$ cat config.mk
export PLATFORM = sky130hd
export DESIGN_NAME = hdmi_out_timing_gen
export DESIGN_NICKNAME = d
export VERILOG_FILES = /design/src/rtl/hdmi_out_timing_gen.sv
export SDC_FILE = /design/constraint.sdc
export NUM_CORES = 1
export LEC_CHECK = 0
export CELL_PAD_IN_SITES_DETAIL_PLACEMENT = 0
export CELL_PAD_IN_SITES_GLOBAL_PLACEMENT = 1
export CORE_MARGIN = 2
export CORE_UTILIZATION = 35
export CTS_BUF_LIST = sky130_fd_sc_hd__clkbuf_16
export DETAILED_ROUTE_END_ITERATION = 12
export PLACE_DENSITY_LB_ADDON = 0.1
export SYNTH_ARGS = -nofsm -noshare
export SYNTH_HDL_FRONTEND = slang
export SYNTH_SLANG_ARGS = --single-unit
export TNS_END_PERCENT = 10
$ cat constraint.sdc
create_clock -name rd_clk -period 6.1 [get_ports rd_clk]
set_clock_uncertainty 0.2 [all_clocks]
set_input_delay 1.22 -clock rd_clk [delete_from_list [all_inputs] [get_ports rd_clk]]
set_output_delay 1.22 -clock rd_clk [all_outputs]
set_load 0.01 [all_outputs]
$ cat src/rtl/hdmi_out_timing_gen.sv
// rtl/hdmi_out_timing_gen.sv - video timing generator and pixel pump on the HDMI FIFO read side
module hdmi_out_timing_gen #(
  parameter int H_ACTIVE    = 1280,
  parameter int H_FP        = 110,
  parameter int H_SYNC      = 40,
  parameter int H_BP        = 220,
  parameter int V_ACTIVE    = 720,
  parameter int V_FP        = 5,
  parameter int V_SYNC      = 5,
  parameter int V_BP        = 20,
  parameter bit HS_POL      = 1'b1,
  parameter bit VS_POL      = 1'b1,
  parameter int DATA_WIDTH  = 24,
  parameter int DEPTH_WIDTH = 10,
  parameter int PRIME_LEVEL = 512
) (
  input  logic                   rd_clk,
  input  logic                   rd_rst,
  input  logic                   enable,
  output logic                   fifo_rd_en,
  input  logic [DATA_WIDTH-1:0]  fifo_rd_data,
  input  logic                   fifo_rd_empty,
  input  logic [DEPTH_WIDTH:0]   fifo_rd_water_level,
  output logic                   vid_hs,
  output logic                   vid_vs,
  output logic                   vid_de,
  output logic [DATA_WIDTH-1:0]  vid_data,
  output logic                   frame_start,
  output logic                   underflow,
  input  logic                   clear_underflow
);

  localparam int H_TOTAL = H_ACTIVE + H_FP + H_SYNC + H_BP;
  localparam int V_TOTAL = V_ACTIVE + V_FP + V_SYNC + V_BP;
  localparam int HW = $clog2(H_TOTAL);
  localparam int VW = $clog2(V_TOTAL);
  localparam int LW = DEPTH_WIDTH + 1;

  // Constants are one bit wider than the counters so sync end points never alias.
  localparam logic [HW:0] H_ACT_C  = (HW+1)'(H_ACTIVE);
  localparam logic [HW:0] HS_BEG_C = (HW+1)'(H_ACTIVE + H_FP);
  localparam logic [HW:0] HS_END_C = (HW+1)'(H_ACTIVE + H_FP + H_SYNC);
  localparam logic [HW:0] H_LAST_C = (HW+1)'(H_TOTAL - 1);
  localparam logic [VW:0] V_ACT_C  = (VW+1)'(V_ACTIVE);
  localparam logic [VW:0] VS_BEG_C = (VW+1)'(V_ACTIVE + V_FP);
  localparam logic [VW:0] VS_END_C = (VW+1)'(V_ACTIVE + V_FP + V_SYNC);
  localparam logic [VW:0] V_LAST_C = (VW+1)'(V_TOTAL - 1);
  localparam logic [LW-1:0] PRIME_C = LW'(PRIME_LEVEL);

  localparam logic [1:0] ST_IDLE  = 2'd0;
  localparam logic [1:0] ST_PRIME = 2'd1;
  localparam logic [1:0] ST_RUN   = 2'd2;

  logic [1:0]    state_q, state_d;
  logic [HW-1:0] h_cnt_q, h_cnt_d;
  logic [VW-1:0] v_cnt_q, v_cnt_d;
  logic          run, h_last, v_last, active, hs_raw, vs_raw, starve;

  logic de1_q, hs1_q, vs1_q, fs1_q, uf1_q;
  logic de2_q, hs2_q, vs2_q, fs2_q, uf_q, uf_d;
  logic [DATA_WIDTH-1:0] data_q, data_d;

  assign run    = (state_q == ST_RUN);
  assign h_last = ({1'b0, h_cnt_q} == H_LAST_C);
  assign v_last = ({1'b0, v_cnt_q} == V_LAST_C);
  assign active = run && ({1'b0, h_cnt_q} < H_ACT_C) && ({1'b0, v_cnt_q} < V_ACT_C);
  assign starve = active && fifo_rd_empty;
  assign hs_raw = (run && ({1'b0, h_cnt_q} >= HS_BEG_C) && ({1'b0, h_cnt_q} < HS_END_C))
                  ? HS_POL : ~HS_POL;
  assign vs_raw = (run && ({1'b0, v_cnt_q} >= VS_BEG_C) && ({1'b0, v_cnt_q} < VS_END_C))
                  ? VS_POL : ~VS_POL;
  assign fifo_rd_en = active && !fifo_rd_empty;

  always_comb begin
    state_d = state_q;
    case (state_q)
      ST_IDLE:  if (enable) state_d = ST_PRIME;
      ST_PRIME: begin
        if (!enable) state_d = ST_IDLE;
        else if (fifo_rd_water_level >= PRIME_C) state_d = ST_RUN;
      end
      ST_RUN:   if (h_last && v_last && !enable) state_d = ST_IDLE;
      default:  state_d = ST_IDLE;
    endcase
  end

  always_comb begin
    h_cnt_d = '0;
    v_cnt_d = '0;
    if (run) begin
      if (h_last) begin
        v_cnt_d = v_last ? '0 : v_cnt_q + 1'b1;
      end else begin
        h_cnt_d = h_cnt_q + 1'b1;
        v_cnt_d = v_cnt_q;
      end
    end
  end

  // A starved pixel still goes out with de high, just black.
  assign data_d = (de1_q && !uf1_q) ? fifo_rd_data : '0;
  assign uf_d   = uf1_q | (uf_q & ~clear_underflow);

  always_ff @(posedge rd_clk or posedge rd_rst) begin
    if (rd_rst) begin
      state_q <= ST_IDLE;
      h_cnt_q <= '0;
      v_cnt_q <= '0;
      de1_q   <= 1'b0;
      hs1_q   <= ~HS_POL;
      vs1_q   <= ~VS_POL;
      fs1_q   <= 1'b0;
      uf1_q   <= 1'b0;
      de2_q   <= 1'b0;
      hs2_q   <= ~HS_POL;
      vs2_q   <= ~VS_POL;
      fs2_q   <= 1'b0;
      data_q  <= '0;
      uf_q    <= 1'b0;
    end else begin
      state_q <= state_d;
      h_cnt_q <= h_cnt_d;
      v_cnt_q <= v_cnt_d;
      de1_q   <= active;
      hs1_q   <= hs_raw;
      vs1_q   <= vs_raw;
      fs1_q   <= run && (h_cnt_q == '0) && (v_cnt_q == '0);
      uf1_q   <= starve;
      de2_q   <= de1_q;
      hs2_q   <= hs1_q;
      vs2_q   <= vs1_q;
      fs2_q   <= fs1_q;
      data_q  <= data_d;
      uf_q    <= uf_d;
    end
  end

  assign vid_hs      = hs2_q;
  assign vid_vs      = vs2_q;
  assign vid_de      = de2_q;
  assign vid_data    = data_q;
  assign frame_start = fs2_q;
  assign underflow   = uf_q;

endmodule
==> impl_metrics.json <==
{
  "irDropWorstVdd_v": 0.000151,
  "fin_setup_tns_ps": 0,
  "pwr-share-comb_pct": 14.3,
  "ios": 70,
  "synth_edf_count": 0,
  "use_met1_pct": 21.7,
  "gp_congestion": 0.740,
  "cts_sinks": 57,
  "cap_violations": 0,
  "path_max_fanout": 2,
  "syn_area_um2": 2450,
  "via_per_inst": 4.70,
  "cts_setup_buffers": 0,
  "antenna_cells": 0,
  "cts_hold_buf": 0,
  "synth_top_cell_area_share_pct": 58.2,
  "finalCritPeriodShare_pct": 61.0,
  "min_period_ps": 3720,
  "synth.top_cells.by_count": "dfrtp_1, and2_1, nor2_1",
  "cellPowerDensity_nw_per_um2": 307,
  "syn_nets": 267,
  "area_delta_synth_final_pct": 39.7,
  "synth_cell_types": 39,
  "worstSetupPathType": "primary input to output pin",
  "ys_ff_latch": 57,
  "core_area_um2": 6790,
  "via_count": 1822,
  "place_ws_ps": 2380,
  "hold_viol": 0,
  "num_rows": 30,
  "r2r_cells": 4,
  "cp_data_arrival_time_ps": 2300,
  "htreeDepth": 3,
  "detail-route-antenna-nets": 0,
  "hold_depth": 0,
  "p_leak_nw": 1.50,
  "grt_busiest_layer": "met1",
  "drt_iter0_drc": 62,
  "max_freq_mhz": 269,
  "required_ps": 4680,
  "p_switching_mw": 0.281,
  "dpl.hpwl_um": 3360,
  "slew_violations": 0,
  "port_buffers": 60,
  "synth_area_leaders": "dfrtp_1, and2_1, ha_1",
  "cts_tree": "built",
  "ys.warnings.count": 0,
  "grt_pass1_vias": 1739,
  "track_usage_pct": 14.8,
  "hp-class": "register to register",
  "numCtsBuffers": 9,
  "synth_ff_type": "dfrtp_1",
  "routedWlPerCell_um": 13.2,
  "cts_buffer_depth": 2,
  "die_w_um": 87.7,
  "start_util_pct": 36.1,
  "use_met2_pct": 20.0,
  "total_power_mw": 1.05,
  "drtPass1Iterations": 4,
  "grt_max_degree": 58,
  "routed_wl_um": 5120,
  "layout-drive-gt1-share_pct": 8.56,
  "rsz0062_at_grt": "no",
  "pwr-share-clk_pct": 42.2,
  "ys_seq_area_share_pct": 58.2,
  "grt_overflow_total": 0,
  "die-area_um2": 7690,
  "setup_slack_ps": 2380,
  "grt_pass1_wl_um": 8780,
  "die_height_um": 87.7,
  "relSlewSlack_pct": 52.5,
  "intPower_mw": 0.770,
  "drc": 0,
  "setup_viol": 0,
  "synth_cells": 220,
  "cp-start-kind": "primary input",
  "syn_avg_cell_area_um2": 11.1,
  "outcome": "finished, final reports clean",
  "grt_use_met3_pct": 3.68,
  "synth.most_common_cell": "dfrtp_1",
  "switching_share_pct": 26.7,
  "power_frac_seq_pct": 43.4,
  "cts.clk_slew.worst_paths_ps": 50,
  "clock_latency_ps": 320,
  "antenna_found_initial": 0,
  "cts-resized-gates": 0,
  "yosysTopAreaCell": "dfrtp_1",
  "nets": 334,
  "cts-root-buf": "clkbuf_16",
  "worst_pin_slew_ps": 712,
  "async_flop_share_pct": 100,
  "worst_setup_path_end_kind": "output pin"
}
final timing paths:
check                                               to  slack, ps            startpoint
worst min-delay path                  vid_vs$_DFF_PP0_        150       vs1_q$_DFF_PP0_
worst min register to register        vid_vs$_DFF_PP0_        150       vs1_q$_DFF_PP0_
worst max-delay path                        fifo_rd_en       2380         fifo_rd_empty
worst max register to register  v_cnt_q[7]$_DFFE_PP0P_       3640  h_cnt_q[3]$_DFF_PP0_
min in group asynchronous        vid_data[1]$_DFF_PP0_       1230                rd_rst
max in group asynchronous       v_cnt_q[0]$_DFFE_PP0P_       3990                rd_rst
per-stage QoR:
stage               std cells  hold WS (ps)  utilization [%]  instance area, um2
global route              388           150             50.4                3420
CTS                       388           148             50.4                3420
detailed placement        372           137             46.5                3160
finish                    388           145             50.4                3420
floorplan                 220           131                -                2450
global placement          372           133             46.5                3160
registers in the layout (all words and copies together) (netlist names):
| name | count |
|---|---|
| de1_q | 1 |
| h_cnt_q | 11 |
| fs1_q | 1 |
| frame_start | 1 |
| vid_data | 24 |
| hs1_q | 1 |
| underflow | 1 |
| vs1_q | 1 |
| vid_de | 1 |
| v_cnt_q | 10 |
| vid_vs | 1 |
| uf1_q | 1 |
| state_q | 2 |
| vid_hs | 1 |
power groups by stage:
stage	Sequential, mW	Clock, mW	Combinational (mW)
after global routing	0.463	0.474	0.175
after CTS	0.455	0.452	0.153
final	0.456	0.444	0.151
after detailed placement	0.462	0	0.152
after global placement	0.462	0	0.152
after floorplan	0.452	0	0.0974
layout make-up:
| class | count | area (um2) |
|---|---|---|
| tap | 96 | 120 |
| multi-input combinational | 148 | 958 |
| timing repair buffer | 63 | 623 |
| sequential | 57 | 1430 |
| clock inverter | 7 | 38.8 |
| inverter | 8 | 30.0 |
| clock buffer | 9 | 225 |
| fill | 612 | 3370 |
layer usage:
metal / share of wire [%] / up-vias
met4: 1.8 / 0
met3: 6.0 / 9
met1: 52 / 851
met5: 0 / -
li1: - / 901
met2: 40 / 61
placed cells by master, fill, tap and decap left out, drive strengths merged, types with 2 or more instances in the layout:
| master | instances |
|---|---|
| xnor2 | 4 |
| dfrtp | 57 |
| clkinv | 4 |
| clkinvlp | 2 |
| o31ai | 3 |
| nor2 | 12 |
| nor3 | 3 |
| and3 | 7 |
| buf | 3 |
| and2 | 27 |
| and4 | 3 |
| o21ai | 11 |
| clkbuf | 9 |
| nor4bb | 2 |
| nor4 | 3 |
| mux2i | 3 |
| nand2b | 3 |
| nand2 | 9 |
| nor2b | 3 |
| xor2 | 4 |
| clkdlybuf4s50 | 60 |
| or4 | 3 |
| inv | 9 |
| a21oi | 11 |
| ha | 7 |
| nand3 | 11 |
| or3 | 5 |
| nand4 | 4 |
| a31oi | 2 |
critical path, stage by stage:
cell and delay [ps]:
clkdlybuf4s50_1 430, nor2b_1 120, clkdlybuf4s50_1 530
cell families after synthesis:
group,after synthesis,synth area share (%)
flops,57,58.2
fa+ha+maj,7,3.57
xor+xnor,8,2.86
buf+inv,15,2.66
compound gates,32,7.87
mux,3,1.23
simple gates,98,23.6
No activity file was read; power rests on OpenSTA's default activity.
